## config.mk

```make
export PLATFORM = sky130hd
export DESIGN_NAME = bomb_map_gen
export DESIGN_NICKNAME = d
export VERILOG_FILES = /design/src/rtl/bomb_map_gen.sv
export SDC_FILE = /design/constraint.sdc
export NUM_CORES = 1
export LEC_CHECK = 0
export ABC_CLOCK_PERIOD_IN_PS = 6700
export BUFFER_PORTS_ARGS = -buffer_cell sky130_fd_sc_hd__clkbuf_2
export CORE_ASPECT_RATIO = 1.4
export CORE_UTILIZATION = 50
export CTS_CLUSTER_SIZE = 16
export DETAILED_ROUTE_END_ITERATION = 6
export PLACE_DENSITY = 0.72
export SLEW_MARGIN = 20
export SYNTH_ARGS = -nofsm -noshare
export SYNTH_HDL_FRONTEND = slang
export SYNTH_SLANG_ARGS = --single-unit
export TNS_END_PERCENT = 10
```

## constraint.sdc

```tcl
create_clock -name clock -period 6.7 [get_ports clock]
set_input_delay 1.34 -clock clock [delete_from_list [all_inputs] [get_ports clock]]
set_output_delay 1.34 -clock clock [all_outputs]
set_load 0.05 [all_outputs]
```

## src/rtl/bomb_map_gen.sv

```systemverilog
// Playfield map generator: fills the grid row-major from the LFSR stream at round start,
// then serves a registered read port and a brick-destroy port while tracking bricks left.
module bomb_map_gen #(
    parameter int GRID_W = 11,
    parameter int GRID_H = 9
) (
    input  logic       clock,
    input  logic       reset,
    input  logic [3:0] rnd,
    input  logic       start,
    output logic       busy,
    output logic       done,
    input  logic [3:0] rd_x,
    input  logic [3:0] rd_y,
    output logic [2:0] rd_cell,
    input  logic       dst_valid,
    input  logic [3:0] dst_x,
    input  logic [3:0] dst_y,
    output logic       dst_hit,
    output logic [7:0] brick_count
);

    localparam int CELLS = GRID_W * GRID_H;
    localparam int IDX_W = (CELLS > 1) ? $clog2(CELLS) : 1;

    localparam logic [3:0] X_LAST = 4'(GRID_W - 1);
    localparam logic [3:0] X_PREV = 4'(GRID_W - 2);
    localparam logic [3:0] Y_LAST = 4'(GRID_H - 1);
    localparam logic [3:0] Y_PREV = 4'(GRID_H - 2);

    localparam logic [2:0] CELL_EMPTY    = 3'd0;
    localparam logic [2:0] CELL_PILLAR   = 3'd1;
    localparam logic [2:0] CELL_BRICK    = 3'd2;
    localparam logic [2:0] CELL_BRICK_PU = 3'd3;
    localparam logic [2:0] CELL_POWERUP  = 3'd4;

    typedef enum logic [1:0] {
        ST_IDLE,
        ST_GEN,
        ST_READY
    } state_t;

    state_t           state_reg, state_next;
    logic [3:0]       cur_x_reg, cur_x_next;
    logic [3:0]       cur_y_reg, cur_y_next;
    logic [7:0]       brick_count_reg, brick_count_next;
    logic             dst_hit_reg, dst_hit_next;
    logic [2:0]       rd_cell_reg;
    logic [2:0]       cells_reg [CELLS];

    logic             gen_we;
    logic [2:0]       gen_val;
    logic             gen_safe;
    logic             dst_we;
    logic [2:0]       dst_val;
    logic [2:0]       dst_old;
    logic             dst_oob;
    logic             rd_oob;
    logic [IDX_W-1:0] gen_idx, dst_idx, rd_idx;

    function automatic logic [IDX_W-1:0] cell_index(input logic [3:0] x, input logic [3:0] y);
        logic [8:0] full;
        full = 9'(y) * 9'(GRID_W) + 9'(x);
        return full[IDX_W-1:0];
    endfunction

    assign gen_idx = cell_index(cur_x_reg, cur_y_reg);
    assign dst_idx = cell_index(dst_x, dst_y);
    assign rd_idx  = cell_index(rd_x, rd_y);

    assign rd_oob  = ({1'b0, rd_x} >= 5'(GRID_W)) || ({1'b0, rd_y} >= 5'(GRID_H));
    assign dst_oob = ({1'b0, dst_x} >= 5'(GRID_W)) || ({1'b0, dst_y} >= 5'(GRID_H));
    assign dst_old = cells_reg[dst_idx];

    // Player spawn corners must stay clear so nobody starts boxed in.
    assign gen_safe = ((cur_y_reg == 4'd0) && (cur_x_reg <= 4'd1))
                   || ((cur_x_reg == 4'd0) && (cur_y_reg == 4'd1))
                   || ((cur_y_reg == Y_LAST) && ((cur_x_reg == X_LAST) || (cur_x_reg == X_PREV)))
                   || ((cur_x_reg == X_LAST) && (cur_y_reg == Y_PREV));

    always_comb begin
        gen_val = CELL_EMPTY;
        if (cur_x_reg[0] && cur_y_reg[0]) begin
            gen_val = CELL_PILLAR;
        end else if (!gen_safe) begin
            case (rnd)
                4'd2, 4'd4: gen_val = CELL_BRICK;
                4'd8:       gen_val = CELL_BRICK_PU;
                default:    gen_val = CELL_EMPTY;
            endcase
        end
    end

    always_comb begin
        state_next       = state_reg;
        cur_x_next       = cur_x_reg;
        cur_y_next       = cur_y_reg;
        brick_count_next = brick_count_reg;
        dst_hit_next     = 1'b0;
        gen_we           = 1'b0;
        dst_we           = 1'b0;
        dst_val          = CELL_EMPTY;
        case (state_reg)
            ST_IDLE: begin
                if (start) begin
                    state_next       = ST_GEN;
                    cur_x_next       = 4'd0;
                    cur_y_next       = 4'd0;
                    brick_count_next = 8'd0;
                end
            end
            ST_GEN: begin
                gen_we = 1'b1;
                if ((gen_val == CELL_BRICK) || (gen_val == CELL_BRICK_PU)) begin
                    brick_count_next = brick_count_reg + 8'd1;
                end
                if (cur_x_reg == X_LAST) begin
                    cur_x_next = 4'd0;
                    if (cur_y_reg == Y_LAST) begin
                        state_next = ST_READY;
                    end else begin
                        cur_y_next = cur_y_reg + 4'd1;
                    end
                end else begin
                    cur_x_next = cur_x_reg + 4'd1;
                end
            end
            ST_READY: begin
                // A regeneration request outranks a destroy arriving in the same cycle.
                if (start) begin
                    state_next       = ST_GEN;
                    cur_x_next       = 4'd0;
                    cur_y_next       = 4'd0;
                    brick_count_next = 8'd0;
                end else if (dst_valid && !dst_oob) begin
                    if (dst_old == CELL_BRICK) begin
                        dst_we           = 1'b1;
                        dst_val          = CELL_EMPTY;
                        dst_hit_next     = 1'b1;
                        brick_count_next = brick_count_reg - 8'd1;
                    end else if (dst_old == CELL_BRICK_PU) begin
                        dst_we           = 1'b1;
                        dst_val          = CELL_POWERUP;
                        dst_hit_next     = 1'b1;
                        brick_count_next = brick_count_reg - 8'd1;
                    end
                end
            end
            default: state_next = ST_IDLE;
        endcase
    end

    always_ff @(posedge clock) begin
        if (reset) begin
            state_reg       <= ST_IDLE;
            cur_x_reg       <= 4'd0;
            cur_y_reg       <= 4'd0;
            brick_count_reg <= 8'd0;
            dst_hit_reg     <= 1'b0;
            rd_cell_reg     <= CELL_EMPTY;
            for (int i = 0; i < CELLS; i++) begin
                cells_reg[i] <= CELL_EMPTY;
            end
        end else begin
            state_reg       <= state_next;
            cur_x_reg       <= cur_x_next;
            cur_y_reg       <= cur_y_next;
            brick_count_reg <= brick_count_next;
            dst_hit_reg     <= dst_hit_next;
            // Read samples the array before this edge's write lands.
            rd_cell_reg     <= rd_oob ? CELL_PILLAR : cells_reg[rd_idx];
            if (gen_we) begin
                cells_reg[gen_idx] <= gen_val;
            end else if (dst_we) begin
                cells_reg[dst_idx] <= dst_val;
            end
        end
    end

    assign busy        = (state_reg == ST_GEN);
    assign done        = (state_reg == ST_READY);
    assign rd_cell     = rd_cell_reg;
    assign dst_hit     = dst_hit_reg;
    assign brick_count = brick_count_reg;

endmodule

```

# ---- Word-level counts from Yosys, hierarchy flattened
# Memory sizes are Yosys's and may differ from the RTL's.
# Cells that the tools add are included.
dict set report totals {
  register_bits 22
  mem_count 1
  input_bits 24
  ramBits 297
}
dict set report classes {
  multipliers 3
  n_mux 47
  eq_ne 22
  n_reduce_logical 28
  magnitude_cmp 5
  n_addsub 7
}
# name depth width rd rd_ports_with_merged_regs wr line
set memory_table {}
lappend memory_table {cells_reg 99 3 2 0 99 49} ;# logic [2:0] cells_reg [CELLS];
# cell count
set op_table {}
lappend op_table {{two-way mux 8 bit} 6}
lappend op_table {{case mux 8 bit (3 select lines)} 1}
lappend op_table {{adder 7 x 4 -> 7 bit} 3}
lappend op_table {{multiplier 4 x 4 -> 7 bit, second input constant} 3}
lappend op_table {{two-way mux 3 bit} 7}
lappend op_table {{two-way mux 1 bit} 18}
lappend op_table {{equality test 4 bit, second input constant} 4}
lappend op_table {{>= comparator 4 bit, second input constant} 4}
lappend op_table {{two-way mux 4 bit} 4}
lappend op_table {{case mux 4 bit (2 select lines)} 2}
lappend op_table {{two-way mux 7 bit} 2}
lappend op_table {{equality test 3 x 2 -> 1 bit, second input constant} 4}
lappend op_table {{two-way mux 2 bit} 5}
lappend op_table {{adder 4 x 1 -> 4 bit, second input constant} 2}
lappend op_table {{adder 8 x 1 -> 8 bit, second input constant} 1}
lappend op_table {{equality test 4 x 3 -> 1 bit, second input constant} 2}
lappend op_table {{logical NOT 4 bit} 2}
lappend op_table {{!= test 2 x 1 -> 1 bit, second input constant} 4}
lappend op_table {{case mux 2 bit (2 select lines)} 2}
lappend op_table {{subtractor 8 x 1 -> 8 bit, second input constant} 1}
lappend op_table {{logical OR 1 bit} 7}
lappend op_table {{logical AND 1 bit} 6}
lappend op_table {{OR reduction 2 bit} 3}
lappend op_table {{OR reduction 3 bit} 2}
lappend op_table {{other kinds (16)} 17}

# ---- Depth between registers and ports, before layout
# Gate-level depths: netlist (run 1).
# An unclocked memory read counts as a cell.
dict set report logic_depth {
  ltp_word 15
  ltp_mapped 19
  ltp_nobuf 14
}

# ---- Worst setup path after synthesis (run 1)
# Ideal clock, no wire load.
dict set report synth_path {
  path_kind {input-to-reg}
  from {input dst_y[0]}
  to {memory cells_reg[100][1] (data pin)}
  setup_time_ns 0.337
  path_stages 14
  slack_ns 0.793
  t_arrival_ns 5.570
  t_required_ns 6.363
  path_cell_list {ha_1 -> ha_1 -> fa_1 -> ha_1 -> xor2_2 -> mux4_2 -> o2111a_1 -> o311a_1 -> nand3_2 -> nand2_2 -> buf_4 -> buf_6 -> buf_4 -> nor2_1}
}
# item line
set synth_lines {}
lappend synth_lines {{start: declaration} 18} ;# input logic [3:0] dst_y,
lappend synth_lines {{end: declaration} 49}

==> flow_metrics.tcl, run 1 <==
set metrics [dict create \
    cp_data_arrival_time_ps 6450 \
    initial_antenna_violation_count 4 \
    worst_setup_hold_path_clk_slew_ps 60 \
    die_h_um 262.5 \
    width_of_the_die_um 188.1 \
    fp.dieArea_um2 49370 \
    power.leakage_uw 0.009108 \
    syn_area_um2 24240 \
    first_global_vias 17240 \
    boundaryPins 38 \
    overflow 0 \
    crit_path_end_kind "flop" \
    clock-sinks 406 \
    path_class "input port to flop" \
    synth_seq_area_share_pct 49.39 \
    synth.cells.most_frequent "384 x sky130_fd_sc_hd__edfxtp_1, 239 x sky130_fd_sc_hd__nor2_1, 197 x sky130_fd_sc_hd__mux4_2" \
    final_period_minus_worst_setup_slack_ps 6188 \
    final.period_utilization_pct 92.36 \
    maximum_number_of_pins_on_one_net_before_global_route_repair 66 \
    post-place-ws_ps 125.1 \
    critPathMaxFanout 10 \
    vias 17420 \
    drt_pre_antenna_iters 6 \
    ys.flop_type "sky130_fd_sc_hd__edfxtp_1" \
    routed_wl_um 73390 \
    standard_cell_row_count 95 \
    outcome "finished clean" \
    clock_tree.buffer_depth 3 \
    grt_use_total_pct 29.89 \
    syn2layout_area_growth_pct 10.40 \
    reg2reg_setup_slack_ps 2140 \
    grt_first_pass_wirelength_um 109700 \
    yosys_warnings 0 \
    netlist_top_cells_area "sky130_fd_sc_hd__edfxtp_1 48%, sky130_fd_sc_hd__mux4_2 18%, sky130_fd_sc_hd__nor2_1 3.7%" \
    clk_root_buffer_cell "sky130_fd_sc_hd__clkbuf_16" \
    ir_worst_vdd_mv 0.1779 \
    syn-num-nets 1972 \
    setup_viol_count_final 0 \
    timing.final.ws_setup_ps 511.9 \
    drive_above_1_share_pct 23.38 \
    num-nets-final 1966 \
    finalSetupTns_ps 0 \
    route.antenna.remaining_nets 0 \
    core_area_um2 47900 \
    clock_latency_at_the_later_pin_of_the_worst_skew_pair_ps 570 \
    post_synth_edffs 384 \
    rsz0062_at_grt "false" \
    cp-start-kind "input port" \
    slew_worst_pin_ps 1053 \
    cts_max_level 2 \
    min-delay-path-class "flop to flop" \
    yosys.area.top_type "sky130_fd_sc_hd__edfxtp_1" \
    cts_hold_buf 0 \
    cts_post_setup_buffers_inserted 0 \
    cellPowerDensity_nw_per_um2 278.4 \
    cts_made_buffers 40 \
    fraction_of_synthesis_flops_using_an_asynchronous_set_or_reset_pin_pct 0 \
    largest_reg_flops 384 \
    postSynthAreaPerCell_um2 12.90 \
    dpl.hpwl_um 52070 \
    floorplan.initialDensity_pct 50.60 \
    register_bit_count_reported_by_yosys 406 \
    skew_ps 22.70 \
    max_cap_viol_count 0 \
    post_cts.resized_instances 0 \
    timing.slew.headroom_pct 29.62 \
    drc 0 \
    finalHoldViolations 0 \
    maxSlewViolCount 0 \
    synth_most_common_cell "sky130_fd_sc_hd__edfxtp_1" \
    io_buffers 37 \
    detail_route.wl_per_cell_um 28.95 \
    cts_tree "built" \
    finalWeightedCongestion 0.9923 \
    routed_via_density 6.871 \
    max_clock_freq_ghz 0.1616 \
    cp_data_required_time_ps 6960 \
    first_iter_violations 2109 \
    postSynthCellCount 1879 \
    synthDistinctLibCells 81 \
    yosys_top_cell_area_share_pct 47.57 \
]
kinds of logic (layout without fill, tap and decap cells):
| logic type | after synthesis | in the layout | synth area share [%] |
|---|---|---|---|
| AO/OA/AOI/OAI | 267 | 267 | 7.919 |
| XOR/XNOR | 33 | 33 | 1.223 |
| adder cells (fa/ha/maj) | 69 | 69 | 3.841 |
| buffers and inverters | 247 | 271 | 4.475 |
| flip-flops | 406 | 406 | 49.39 |
| multiplexers | 266 | 266 | 21.28 |
| other | 0 | 2 | 0 |
| AND/OR/NAND/NOR | 591 | 591 | 11.87 |
stage by stage:
stage / cell area, µm² / hold WS [ps] / power, µW / utilization (%) / std cells
floorplan: 24240 / 482.8 / 4371 / - / 1879
global placement: 25500 / 505.4 / 5203 / 53.23 / 2461
detailed placement: 25500 / 529.3 / 5229 / 53.23 / 2461
CTS: 26750 / 539.2 / 7396 / 55.85 / 2533
global route: 26750 / 550.5 / 7613 / 55.85 / 2533
finish: 26760 / 542.6 / 7450 / 55.86 / 2535
cell type report:
cell class	instances	area, µm²
Tap cell	630	788.3
Clock buffer	52	1109
Timing Repair Buffer	133	1134
Multi-Input combinational cell	1226	11360
Fill cell	3783	21140
Inverter	66	247.7
Antenna cell	2	5.005
Sequential cell	406	11970
Clock inverter	20	145.1
critical path, stage by stage:
cell and delay [ps]:
sky130_fd_sc_hd__clkbuf_2 150, sky130_fd_sc_hd__ha_1 320, sky130_fd_sc_hd__ha_1 290, sky130_fd_sc_hd__fa_1 440, sky130_fd_sc_hd__ha_1 520, sky130_fd_sc_hd__xor2_4 530, sky130_fd_sc_hd__buf_4 280, sky130_fd_sc_hd__o2111ai_1 150
sky130_fd_sc_hd__a311oi_1 380, sky130_fd_sc_hd__buf_4 170, sky130_fd_sc_hd__a311o_1 210, sky130_fd_sc_hd__and3_1 380, sky130_fd_sc_hd__o21ai_2 150, sky130_fd_sc_hd__buf_4 190, sky130_fd_sc_hd__o22ai_1 670, sky130_fd_sc_hd__a21o_1 260
power breakdown:
group / leakage, µW / switching [µW] / internal (µW) / total, µW
Combinational: 0.00446 / 1430 / 925 / 2350
Clock: 0.000623 / 998 / 1210 / 2210
Sequential: 0.00402 / 49.9 / 2840 / 2890
routing by layer:
layer / routed length (µm) / track usage (%)
met2: 35960 / 49.60
met5: 11 / 0
met3: 7530 / 4.554
met1: 25060 / 37.25
met4: 4830 / 17.21
final timing paths:
path,startpoint,to,depth (start not counted)
setup / recovery,dst_y[0],cells_reg[58][2],16
hold / removal,cur_x_reg[3],cur_x_reg[3],2
setup reg to reg,cur_y_reg[0],cells_reg[38][2],14
hold reg to reg,cur_x_reg[3],cur_x_reg[3],2
placed cells by master (no fill, tap or decap), drive strengths merged, types with 22 or more instances in the layout:
cell      n
edfxtp  384
nor2    239
mux4    197
nor3     98
buf      97
clkbuf   88
o21bai   79
nand2    68
inv      67
ha       60
mux2i    57
nor4     34
a21oi    33
and2     32
a21o     31
o21ai    26
nand2b   23
dfxtp    22
(Power assumes the default switching activity.)
==> run 2: changes to the inputs <==
--- a/config.mk
+++ b/config.mk
@@ -5,13 +5,13 @@
 export SDC_FILE = /design/constraint.sdc
 export NUM_CORES = 1
 export LEC_CHECK = 0
-export ABC_CLOCK_PERIOD_IN_PS = 6700
+export ABC_CLOCK_PERIOD_IN_PS = 6200
 export BUFFER_PORTS_ARGS = -buffer_cell sky130_fd_sc_hd__clkbuf_2
 export CORE_ASPECT_RATIO = 1.4
 export CORE_UTILIZATION = 50
 export CTS_CLUSTER_SIZE = 16
 export DETAILED_ROUTE_END_ITERATION = 6
-export PLACE_DENSITY = 0.72
+export PLACE_DENSITY_LB_ADDON = 0.3
 export SLEW_MARGIN = 20
 export SYNTH_ARGS = -nofsm -noshare
 export SYNTH_HDL_FRONTEND = slang
==> constraint.sdc (replaced) <==
create_clock -name clock -period 6.2 [get_ports clock]
set_input_delay 1.24 -clock clock [delete_from_list [all_inputs] [get_ports clock]]
set_output_delay 1.24 -clock clock [all_outputs]
set_load 0.05 [all_outputs]
==> run 2 against run 1 <==
  * Setup slack got worse by 120 ps
  * Die area did not move
  * Wire length rose by 2.4%
  * Utilization rose by 1.6 points
  * Critical path depth rose by 2
  * Design area rose by 2.8%
  * Sequential share of layout area fell by 1.2 points
  * Combinational power rose by 11%
  * Hold slack got worse by 16 ps
  * Critical path type unchanged
  * Count of clock-buffer cells in the layout rose by 2
  * Power rose by 9.7%
  * Register-to-register slack got worse by 610 ps
==> flow_metrics.tcl, run 2 (synthesized netlist as in run 1, its figures left out) <==
set metrics [dict create \
    outcome "finished clean" \
    stdcell_area_um2 27500 \
    place.detailed.instances 2530 \
    worst_r2r_startpoint "cur_y_reg[0]" \
    worst_setup_hold_path_clk_slew_ps 60 \
    regArea_um2 11970 \
    dpl.hpwl_um 54530 \
    power.leakage_uw 0.009547 \
    maximum_number_of_pins_on_one_net_before_global_route_repair 72 \
    overflow 0 \
    grt_first_pass_wirelength_um 112800 \
    drc 0 \
    postPlaceCellArea_um2 26210 \
    n_fill_cell 3818 \
    cp-start-kind "input port" \
    drt_pre_antenna_iters 5 \
    ir_worst_vdd_mv 0.2098 \
    crit_path_end_kind "flop" \
    commonest_non_fill_non_tap_cells_in_the_layout "384 x sky130_fd_sc_hd__edfxtp_1, 239 x sky130_fd_sc_hd__nor2_1, 197 x sky130_fd_sc_hd__mux4_2, 133 x sky130_fd_sc_hd__buf_4, 98 x sky130_fd_sc_hd__nor3_1" \
    drive_above_1_share_pct 26.18 \
    footprint_of_the_multi_input_gates_um2 11370 \
    max_cap_viol_count 0 \
    syn2layout_area_growth_pct 13.47 \
    boundaryPins 38 \
    maxSlewViolCount 0 \
    critPathMaxFanout 15 \
    clock_tree.buffer_depth 3 \
    clk_root_buffer_cell "sky130_fd_sc_hd__clkbuf_16" \
    die_h_um 262.5 \
    reg2reg_setup_slack_ps 1530 \
    standard_cell_row_count 95 \
    setup_viol_count_final 0 \
    cp_data_required_time_ps 6420 \
    final_period_minus_worst_setup_slack_ps 5809 \
    io_buffers 37 \
    min-delay-path-class "flop to flop" \
    post-place-ws_ps -275.6 \
    slew_worst_pin_ps 1199 \
    route.antenna.remaining_nets 0 \
    rsz0062_at_grt "false" \
    p_total_uw 8171 \
    grt_use_total_pct 30.82 \
    first_global_vias 17790 \
    routed_wl_um 75180 \
    clock-sinks 406 \
    clock_latency_at_the_later_pin_of_the_worst_skew_pair_ps 560 \
    timing.slew.headroom_pct 19.50 \
    worst_hold_path.num_cells 2 \
    finalWeightedCongestion 0.9654 \
    final_common_cell "sky130_fd_sc_hd__edfxtp_1" \
    final.period_utilization_pct 93.69 \
    timing.final.ws_setup_ps 391.0 \
    num-nets-final 2036 \
    first_iter_violations 2151 \
    initial_antenna_violation_count 1 \
    hold_path_sink "cur_x_reg[3]" \
    routed_via_density 6.729 \
    r2r_end "cells_reg[43][1]" \
    core_area_um2 47900 \
    antennaDiodeCount 0 \
    detail_route.wl_per_cell_um 28.86 \
    holdCritStartpoint "cur_x_reg[3]" \
    path_class "input port to flop" \
    floorplan.initialDensity_pct 50.60 \
    layout.cells.non_filler 2605 \
    finalHoldViolations 0 \
    fp.dieArea_um2 49370 \
    cts_tree "built" \
    reg2reg_depth 14 \
    skew_ps 19.62 \
    cts_made_buffers 41 \
    largest_reg_flops 384 \
    cellPowerDensity_nw_per_um2 297.1 \
    cp_data_arrival_time_ps 6030 \
    max_clock_freq_ghz 0.1721 \
    vias 17530 \
    width_of_the_die_um 188.1 \
    cts_max_level 2 \
]
-- run 2: power breakdown --
part / internal (µW) / switching (µW) / total [µW] / leakage [µW]
sequential: 3070 / 49.9 / 3120 / 0.00402
combinational: 1060 / 1550 / 2610 / 0.00488
clock: 1370 / 1070 / 2440 / 0.000643
total: 5500 / 2670 / 8170 / 0.00955
-- run 2: worst max path at each step --
stage	end	cells after the start	slack (ps)	from
6_report	cells_reg[33][1]	18	390	dst_y[0]
3_3_place_gp	cells_reg[37][1]	18	-230	dst_y[0]
5_1_grt	cells_reg[32][0]	18	170	dst_y[0]
2_1_floorplan	cells_reg[100][1]	14	390	dst_y[0]
3_5_place_dp	cells_reg[33][0]	18	-280	dst_y[0]
4_1_cts	cells_reg[37][2]	18	250	dst_y[0]
-- run 2: critical path, cell delays in order --
cell and delay (ps):
sky130_fd_sc_hd__clkbuf_2 120, sky130_fd_sc_hd__ha_1 300, sky130_fd_sc_hd__ha_1 300, sky130_fd_sc_hd__fa_1 430, sky130_fd_sc_hd__ha_1 430, sky130_fd_sc_hd__xnor2_2 220, sky130_fd_sc_hd__buf_12 190, sky130_fd_sc_hd__nor2_1 260
sky130_fd_sc_hd__buf_4 210, sky130_fd_sc_hd__o211ai_1 180, sky130_fd_sc_hd__a311oi_1 320, sky130_fd_sc_hd__buf_4 160, sky130_fd_sc_hd__a311o_1 160, sky130_fd_sc_hd__nand3_1 180, sky130_fd_sc_hd__buf_4 220, sky130_fd_sc_hd__nor4_2 470
sky130_fd_sc_hd__o21ba_2 310, sky130_fd_sc_hd__o21bai_1 320
-- run 2: area by class of cell --
| type | count | area share, % |
|---|---|---|
| Clock inverter | 21 | 0.5732 |
| Inverter | 66 | 0.9008 |
| Timing Repair Buffer | 202 | 6.688 |
| Tap cell | 630 | 2.866 |
| Sequential cell | 406 | 43.53 |
| Multi-Input combinational cell | 1226 | 41.33 |
| Clock buffer | 54 | 4.117 |
-- run 2: timing repair --
action                     4_1_cts  5_1_grt
setup buffers                    0        0
setup endpoints to repair        0       24
hold buffers                     0        0
gates resized for setup          0        1
-- run 2: stage by stage --
step / setup TNS [ps] / utilization [%] / hold slack, ps
5_1_grt: 0 / 57.41 / 548.6
6_report: 0 / 57.41 / 526.8
2_1_floorplan: 0 / - / 482.8
3_3_place_gp: -7637 / 54.71 / 503.5
3_5_place_dp: -8704 / 54.71 / 512.2
4_1_cts: 0 / 57.40 / 523.2
-- run 2: routing by layer --
metal / GRT usage [%] / up-vias / part of all wire (%)
li1: - / 7396 / -
met1: 37.17 / 8830 / 35
met2: 51.43 / 1039 / 50
met3: 4.955 / 265 / 8.7
met4: 19.58 / 0 / 7.2
met5: 0 / - / 0
